### src/rtl/instr_fetch_decode.sv
// Fetch/decode front end of the K&S multicycle core: PC, IR, flags register and IR decode.
// Optional KS_ILLEGAL_TRAP_EN: illegal opcodes decode as I_HALT and set a sticky illegal_op flag.

package instr_fetch_decode_pkg;
  typedef enum logic [3:0] {
    I_NOP,
    I_BRANCH,
    I_BZERO,
    I_BNEG,
    I_BNZERO,
    I_BNNEG,
    I_LOAD,
    I_STORE,
    I_MOVE,
    I_ADD,
    I_SUB,
    I_AND,
    I_OR,
    I_HALT
  } decoded_instruction_type;
endpackage

module instr_fetch_decode
  import instr_fetch_decode_pkg::*;
#(
  parameter int ADDR_WIDTH = 5
) (
  input  logic                    clk,
  input  logic                    rst,
  input  logic                    ir_enable,
  input  logic                    pc_enable,
  input  logic                    branch,
  input  logic                    addr_sel,
  input  logic                    flags_reg_enable,
  input  logic                    alu_zero,
  input  logic                    alu_neg,
  input  logic                    alu_unsigned_ovf,
  input  logic                    alu_signed_ovf,
  input  logic [15:0]             ram_rdata,
  output logic [ADDR_WIDTH-1:0]   ram_addr,
  output decoded_instruction_type decoded_instruction,
  output logic [1:0]              c_addr,
  output logic [1:0]              a_addr,
  output logic [1:0]              b_addr,
  output logic                    zero_op,
  output logic                    neg_op,
  output logic                    unsigned_overflow,
  output logic                    signed_overflow,
  output logic                    illegal_op
);

  // Control interface: there is no valid/ready handshake. Every strobe is a
  // one-cycle qualifier sampled on the rising edge; holding it repeats the action.

  logic [ADDR_WIDTH-1:0] pc;
  logic [15:0]           ir;
  logic [ADDR_WIDTH-1:0] ir_target;
  logic                  opcode_illegal;
  logic                  unused_ir_bit;

  assign ir_target     = ir[ADDR_WIDTH-1:0];
  assign unused_ir_bit = ir[7];

  // PC uses the IR held before this edge as branch target, even if IR loads now.
  always_ff @(posedge clk or posedge rst) begin
    if (rst) begin
      pc <= '0;
    end else if (pc_enable) begin
      pc <= branch ? ir_target : pc + ADDR_WIDTH'(1);
    end
  end

  always_ff @(posedge clk or posedge rst) begin
    if (rst) begin
      ir <= '0;
    end else if (ir_enable) begin
      ir <= ram_rdata;
    end
  end

  always_ff @(posedge clk or posedge rst) begin
    if (rst) begin
      zero_op           <= 1'b0;
      neg_op            <= 1'b0;
      unsigned_overflow <= 1'b0;
      signed_overflow   <= 1'b0;
    end else if (flags_reg_enable) begin
      zero_op           <= alu_zero;
      neg_op            <= alu_neg;
      unsigned_overflow <= alu_unsigned_ovf;
      signed_overflow   <= alu_signed_ovf;
    end
  end

  assign ram_addr = addr_sel ? pc : ir_target;

  always_comb begin
    decoded_instruction = I_NOP;
    c_addr              = 2'd0;
    a_addr              = 2'd0;
    b_addr              = 2'd0;
    opcode_illegal      = 1'b0;
    case (ir[15:8])
      8'h00: decoded_instruction = I_NOP;
      8'h01: decoded_instruction = I_BRANCH;
      8'h02: decoded_instruction = I_BZERO;
      8'h03: decoded_instruction = I_BNEG;
      8'h0A: decoded_instruction = I_BNZERO;
      8'h0B: decoded_instruction = I_BNNEG;
      8'h81: begin
        decoded_instruction = I_LOAD;
        c_addr              = ir[6:5];
      end
      8'h82: begin
        decoded_instruction = I_STORE;
        a_addr              = ir[6:5];
      end
      8'h91: begin
        decoded_instruction = I_MOVE;
        c_addr              = ir[3:2];
        a_addr              = ir[1:0];
      end
      8'hA1, 8'hA2, 8'hA3, 8'hA4: begin
        case (ir[9:8])
          2'd1:    decoded_instruction = I_ADD;
          2'd2:    decoded_instruction = I_SUB;
          2'd3:    decoded_instruction = I_AND;
          default: decoded_instruction = I_OR;
        endcase
        c_addr = ir[5:4];
        a_addr = ir[3:2];
        b_addr = ir[1:0];
      end
      8'hFF: decoded_instruction = I_HALT;
      default: begin
        opcode_illegal = 1'b1;
`ifdef KS_ILLEGAL_TRAP_EN
        decoded_instruction = I_HALT;
`else
        decoded_instruction = I_NOP;
`endif
      end
    endcase
  end

`ifdef KS_ILLEGAL_TRAP_EN
  // Sticky until reset; sets on the edge after an illegal word sits in the IR.
  always_ff @(posedge clk or posedge rst) begin
    if (rst) begin
      illegal_op <= 1'b0;
    end else if (opcode_illegal) begin
      illegal_op <= 1'b1;
    end
  end
`else
  logic unused_opcode_illegal;
  assign unused_opcode_illegal = opcode_illegal;
  assign illegal_op            = 1'b0;
`endif

endmodule

### config.mk
export PLATFORM = sky130hd
export DESIGN_NAME = instr_fetch_decode
export DESIGN_NICKNAME = d
export VERILOG_FILES = /design/src/rtl/instr_fetch_decode.sv
export SDC_FILE = /design/constraint.sdc
export NUM_CORES = 1
export LEC_CHECK = 0
export BUFFER_PORTS_ARGS = -buffer_cell sky130_fd_sc_hd__buf_4
export CORE_MARGIN = 2
export CORE_UTILIZATION = 30
export DETAILED_ROUTE_END_ITERATION = 8
export SKIP_LAST_GASP = 1
export SLEW_MARGIN = 20
export SYNTH_ARGS = -nofsm -noshare
export SYNTH_HDL_FRONTEND = slang
export SYNTH_SLANG_ARGS = --single-unit
### constraint.sdc
create_clock -name clk -period 2.4 [get_ports clk]
set_clock_uncertainty 0.15 [all_clocks]
set_input_delay 0 -clock clk [delete_from_list [all_inputs] [get_ports clk]]
set_output_delay 0 -clock clk [all_outputs]
set_load 0.02 [all_outputs]
### Word level (Yosys, flattened, before mapping)

Cells that the tools add are included.

| storage, ports and cells | value |
|---|---|
| bits in latches | 0 |
| bits in read-only memories | 0 |
| output and inout port bits | 20 |
| RAM bits | 0 |
| bits of input ports | 27 |
| memories kept | 0 |
| word-level logic and storage cells | 31 |
| register bits after elaboration | 25 |

| operators by class | value |
|---|---|
| shift operators | 0 |
| equality and inequality tests | 16 |
| add/subtract/negate cells | 1 |
| div/mod/pow operators | 0 |
| magnitude comparators | 0 |
| bitwise logic cells | 0 |
| mux-type cells | 7 |
| multiply operators | 0 |
| reduce and logical (&&, ||, !) cells | 1 |

Operators with widths:

| cell | count |
|---|---|
| equality test 8 bit, second input constant | 8 |
| one-hot mux 4 bit (10 select lines) | 1 |
| equality test 8 x 2 -> 1 bit, second input constant | 2 |
| equality test 8 x 4 -> 1 bit, second input constant | 2 |
| one-hot mux 2 bit (3 select lines) | 2 |
| 2-to-1 mux 5 bit | 2 |
| one-hot mux 3 bit (3 select lines) | 1 |
| equality test 8 x 1 -> 1 bit, second input constant | 1 |
| adder 5 x 1 -> 5 bit, second input constant | 1 |
| equality test 2 bit, second input constant | 2 |
| OR reduction 4 bit | 1 |
| equality test 2 x 1 -> 1 bit, second input constant | 1 |
| 2-to-1 mux 2 bit | 1 |

### Depth between registers and ports, before layout

Gate-level depths: netlist of run 1.

| logic depth | value |
|---|---|
| word-level depth | 3 |
| gate-level depth with buffers | 6 |
| mapped depth without buffers | 4 |

### Worst setup path before layout of run 1

No wires, ideal clock.

| timing | value |
|---|---|
| kind | register to output |
| from | reg ir[13] |
| to | out a_addr[0] |
| slack | 0.964 ns |
| arrival | 1.286 ns |
| cell stages (with the launch flop) | 5 |
| data required time | 2.250 ns |
| path through | dfrtp_1 -> nor4b_2 -> and4b_1 -> a22oi_1 -> nand2_1 |

| on the way | value |
|---|---|
| word-level cells in the longest chain between the ends | 3 |

RTL lines:

| element | line | source |
|---|---|---|
| start, declared | 56 | `logic [15:0] ir;` |
| start signal, assigned | 77 | `ir <= ram_rdata;` |
| equality test 8 bit | 103 | `case (ir[15:8])` |
| OR reduction 4 bit | n/a |  |
| one-hot mux 2 bit (3 select lines) (*) | 103 |  |
| end, declared | 43 | `output logic [1:0] a_addr,` |

Mark *: on every way between the ends. The rest lies on a longest branch, timed or not.

### Worst setup path in the final report of run 1

| timing | value |
|---|---|
| from | reg ir[13] |
| to | out decoded_instruction[0] |

| on the way | value |
|---|---|
| word-level cells in the longest chain between the ends | 3 |

RTL lines:

| element | line | source |
|---|---|---|
| equality test 8 bit | 103 |  |
| OR reduction 4 bit | n/a |  |
| one-hot mux 4 bit (10 select lines) (*) | 103 |  |
| end, declared | 41 | `output decoded_instruction_type decoded_instruction,` |

Marked as above.

==> impl_metrics.toml, run 1 <==
[run_status]
status = "completed"

[timing]
fmax_ghz = 0.514
setup_viol = 0
rsz0062_at_grt = "no"
worst_slack_ns = 0.456
finalHoldViolCount = 0
tightest_slew_ns = 0.911
period_share_pct = 81.0
max_slew_margin_pct = 39.2
fin_crit_ns = 1.94
slew_violations = 0
fin_setup_tns_ns = 0

[place]
placed_area_um2 = 1710
gp_congestion = 0.977
dp_worst_setup_slack_ns = 0.743
port-buffer-count = 44
dpl.hpwl_mm = 2.48

[cells_and_area]
area_growth_pct = 49.6
final_area_um2 = 2060
layout-drive-gt1-share_pct = 38.1
final_cell_mix = "buf_4 (44), dlygate4sd3_1 (31), dfrtp_1 (24), mux2_2 (22), nand2_1 (13)"
fin_util_pct = 47.1
final_common_cell = "buf_4"
nets = 227
diodes = 0

[grt]
grt_overflow = 0
grt_pass1_wl_mm = 5.84
grt_pass1_vias = 1300
grt_use_total_pct = 14.2
grt_max_degree = 25
antenna_found_initial = 0

[power_and_ir_drop]
p_sw_uw = 324
power_uw = 1080
leakage_uw = 0.000961
comb_power_share_pct = 29.5
peakVddDrop_mv = 0.277
swShare_pct = 30.0
p_clk_share_pct = 21.7
p_seq_share_pct = 48.7
p_int_uw = 755
p_per_area_nw_per_um2 = 523

[clocking]
cts_made_buffers = 3
cts_tree = "built"
insertion_delay_ns = 0.26
clk_pin_slew_ns = 0.08
root_buffer = "clkbuf_8"
clock_sinks = 24
h-tree-depth = 1
cts_buffer_depth = 2

[floorplanning]
num_rows = 24
die_h_um = 71.8
die-area_um2 = 5160
start_util_pct = 31.5
die_w_um = 71.8
core_region_area_um2 = 4380
pin_count = 47

[setup_path]
cp-start-kind = "flip-flop"
arrival_ns = 1.79
critical_path_class = "reg2out"
crit_path_max_incr_delay_ns = 0.46
crit_path_end_kind = "output port"
slowest_stage = "dfrtp_1"
worstPathMaxFanout = 7
path_delay_family = "simple AND/OR/NAND/NOR gates"
cp_num_buf_inv = 1
crit_chain = "nor4b_2 -> nand2_1 -> o22ai_1 -> a32o_1 -> buf_4"
required_ns = 2.25

[detailed_routing]
viasPerCell = 4.97
drc = 0
drtIter0Drc = 78
routed-via-count = 1238
firstDrtPassIters = 4
wl_per_cell_um = 14.0
antenna_left = 0
wirelength_mm = 3.49

[logic_synthesis]
syn_area_per_cell_um2 = 10.9
ys_ff_latch = 24
yosys.cell_types.count = 36
syn-num-nets = 155
syn_area_um2 = 1380
yosysSeqAreaShare_pct = 43.5
netlist_instances = 127
synth_warnings = 0

[flow_run]
maxCapViolations = 0

[worst_hold_path]
hold_path_class = "in2reg"
-- registers in the layout (all words and copies together), names as in the netlist --
name               flops
pc                     5
unsigned_overflow      1
ir                    15
signed_overflow        1
zero_op                1
neg_op                 1
-- final cells by class --
cell class / count / area (um^2)
fill: 409 / 2320
multi-input combinational: 92 / 706
timing repair buffer: 75 / 641
sequential: 24 / 601
tap: 52 / 65.1
clock buffer: 3 / 41.3
inverter: 3 / 11.3
-- worst paths after layout --
kind / start / end / slack, ns / depth (start not counted)
worst max-delay path: ir[13] / decoded_instruction[0] / 0.46 / 5
worst max register to register: pc[0] / pc[1] / 0.63 / 4
worst min-delay path: ir_enable / ir[14] / 0.02 / 2
max in group asynchronous: rst / unsigned_overflow / 1.20 / 3
worst min register to register: ir[5] / ir[5] / 0.44 / 1
min in group asynchronous: rst / ir[13] / 0.34 / 3
-- metrics by stage --
stage               hold WS [ns]  cells
finish                    0.0187    249
global route              0.0158    249
CTS                      0.00510    249
detailed placement        0.0697    215
global placement          0.0644    215
floorplan                 -0.135    127
-- cell usage after synthesis --
master	count	share of area [%]
a22oi_1	4	2.2
buf_6	2	1.6
nor3_1	2	0.73
xor2_1	1	0.63
dfrtp_1	24	44
and3_1	1	0.45
clkbuf_1	1	0.27
ha_1	1	0.91
a31oi_1	1	0.45
nand3_1	2	0.73
and4b_1	2	1.5
and4bb_2	1	0.91
clkbuf_8	1	1.0
a31o_2	1	0.63
mux2_2	22	18
a21o_1	2	1.1
nand2_1	13	3.5
a211o_1	1	0.63
and2_2	2	1.1
inv_1	3	0.82
buf_4	1	0.54
nand2b_1	1	0.45
nor2_1	7	1.9
conb_1	1	0.27
buf_2	3	1.1
and4bb_1	1	0.91
nand4_1	3	1.4
a22o_1	4	2.5
nor4b_2	2	2.2
a21oi_1	3	1.1
nand4b_1	1	0.63
a32o_1	1	0.73
and2_1	2	0.91
mux2i_1	3	2.2
o21ai_0	6	2.2
o22ai_1	1	0.45
-- power by group through the flow --
stage	Sequential, uW	Combinational (uW)	Clock [uW]
after floorplan	515	179	0
after global placement	527	258	0
after detailed placement	532	268	0
after CTS	524	319	241
after global routing	537	346	262
final	526	319	234
-- kinds of logic after synthesis --
kind of cell	Yosys count	synth area share [%]
and+or+nand+nor	40	17.2
muxes	25	20.1
AOI/OAI and AO/OA	24	12.0
DFF	24	43.5
buffers and inverters	11	5.35
adders and majority gates	1	0.906
other	1	0.272
xor gates and xnor gates	1	0.635
-- per-layer routing --
metal  track usage (%)  vias up  wire length [um]
met5                 0        -                 0
met4              4.40        0                44
met3              3.23        5               186
met2              24.0       37              1720
met1              18.1      593              1550
li1                  -      603                 -
-- repair_timing --
action	4_1_cts	5_1_grt
setup buffers	0	0
gates resized for setup	0	0
hold buffers	31	0
hold endpoints to repair	48	0
endpoints found under the setup margin	0	0
(Power assumes the default switching activity.)
==> inputs of run 2 (changes only) <==
==> constraint.sdc (replaced) <==
create_clock -name clk -period 1.6 [get_ports clk]
set_clock_uncertainty 0.15 [all_clocks]
set_input_delay 0 -clock clk [delete_from_list [all_inputs] [get_ports clk]]
set_output_delay 0 -clock clk [all_outputs]
set_load 0.02 [all_outputs]
==> impl_metrics.toml, run 2 (synthesis gave the netlist of run 1 again) <==
[power_and_ir_drop]
power_uw = 1710
p_per_area_nw_per_um2 = 791
leakage_uw = 0.00100
peakVddDrop_mv = 0.438

[clocking]
clock_sinks = 24
clk_pin_slew_ns = 0.09
cts_buffer_depth = 2
cts_tree = "built"
h-tree-depth = 1
root_buffer = "clkbuf_8"
cts_made_buffers = 3
insertion_delay_ns = 0.26

[floorplanning]
core_region_area_um2 = 4380
die-area_um2 = 5160
die_h_um = 71.8
num_rows = 24
die_w_um = 71.8
start_util_pct = 31.5
pin_count = 47

[cells_and_area]
layout-drive-gt1-share_pct = 45.8
final_common_cell = "buf_4"
top_register = "ir"
diodes = 0
reg_top3 = "ir (15), pc (5)"
final_cell_mix = "buf_4 (44), dlygate4sd3_1 (28), mux2_2 (22), dfrtp_1 (20), nand2_1 (13)"
nets = 230
area_growth_pct = 56.8
fin_util_pct = 49.4
largest_reg_flops = 15

[detailed_routing]
wl_per_cell_um = 14.4
routed-via-count = 1262
viasPerCell = 4.99
drtIter0Drc = 54
firstDrtPassIters = 4
antenna_left = 0
drc = 0
wirelength_mm = 3.65

[timing]
worst_slack_ns = -0.216
finalHoldViolCount = 0
fmax_ghz = 0.551
rsz0062_at_grt = "yes"
fin_setup_tns_ns = -1.71
period_share_pct = 114
slew_violations = 0
setup_viol = 10
fin_crit_ns = 1.82

[setup_path]
worstPathMaxFanout = 4
path_delay_family = "simple AND/OR/NAND/NOR gates"
critical_path_class = "reg2out"
crit_path_end_kind = "output port"
cp-start-kind = "flip-flop"
crit_chain = "nor4b_4 -> and4b_2 -> a22oi_1 -> nand2_1 -> buf_6"
cp_num_buf_inv = 1
slowest_stage = "dfrtp_2"
arrival_ns = 1.67
crit_path_max_incr_delay_ns = 0.44
required_ns = 1.45

[place]
gp_congestion = 0.955
dpl.hpwl_mm = 2.59
port-buffer-count = 44

[flow_run]
maxCapViolations = 0

[grt]
antenna_found_initial = 0
grt_use_total_pct = 14.5
grt_max_degree = 25
grt_pass1_wl_mm = 6.02
grt_pass1_vias = 1288
grt_overflow = 0

[run_status]
violations = "negative setup slack"
status = "finished, violations left"

[worst_hold_path]
hold_path_class = "in2reg"
==> run 2: changes by cell type in the layout (fill, tap and decap cells not counted), sizes merged <==
| cell | previous run | this run |
|---|---|---|
| clkbuf | 3 | 4 |
| buf | 44 | 50 |
| dlygate4sd3 | 31 | 28 |
==> run 2: final cells by class <==
| cell class | instances | area, um^2 |
|---|---|---|
| fill | 399 | 2220 |
| multi-input combinational | 92 | 749 |
| timing repair buffer | 78 | 678 |
| sequential | 24 | 606 |
| tap | 52 | 65.1 |
| clock buffer | 4 | 55.1 |
| inverter | 3 | 11.3 |
==> run 2: repair_timing <==
item                       in CTS  in global routing
pin swaps                       9                  4
setup buffers                   2                  0
setup endpoints to repair      10                 10
resized for setup              18                  2
hold endpoints to repair       48                  0
hold buffers                   28                  0
==> run 2: power breakdown <==
group	switching, uW	leakage (uW)	internal, uW
sequential	106	0.000278	685
combinational	212	0.000693	293
clock	196	0.0000288	220
==> run 2: worst paths after layout <==
check / startpoint / endpoint / slack, ns / depth (start not counted)
max: ir[14] / a_addr[0] / -0.22 / 5
max reg2reg: zero_op / zero_op / 0.12 / 2
min: branch / pc[4] / 0.006 / 3
max in group asynchronous: rst / ir[13] / 0.86 / 4
min reg2reg: ir[5] / ir[5] / 0.43 / 1
min in group asynchronous: rst / neg_op / 0.18 / 4
==> run 2: metrics by stage <==
step                      instances  hold WS [ns]  setup slack (ns)  cell area (um^2)
after floorplan                 127        -0.135             0.164              1380
after global placement          219       -0.0837            0.0129              1740
after detailed placement        219       -0.0758           -0.0488              1740
after CTS                       253       0.00477            -0.211              2160
after global routing            253        0.0262            -0.290              2160
final                           253       0.00559            -0.216              2160
==> run 2: worst register-to-register path, stage by stage (launching register included) <==
cell	delay (ns)
dfrtp_1	0.40
mux2_2	0.27
dlygate4sd3_1	0.55
==> run 2: layer usage <==
metal / global-route usage (%) / share of wire (%)
met1: 18.8 / 44
met2: 25.1 / 50
met3: 2.39 / 4.5
met4: 3.98 / 0.85
met5: 0 / 0
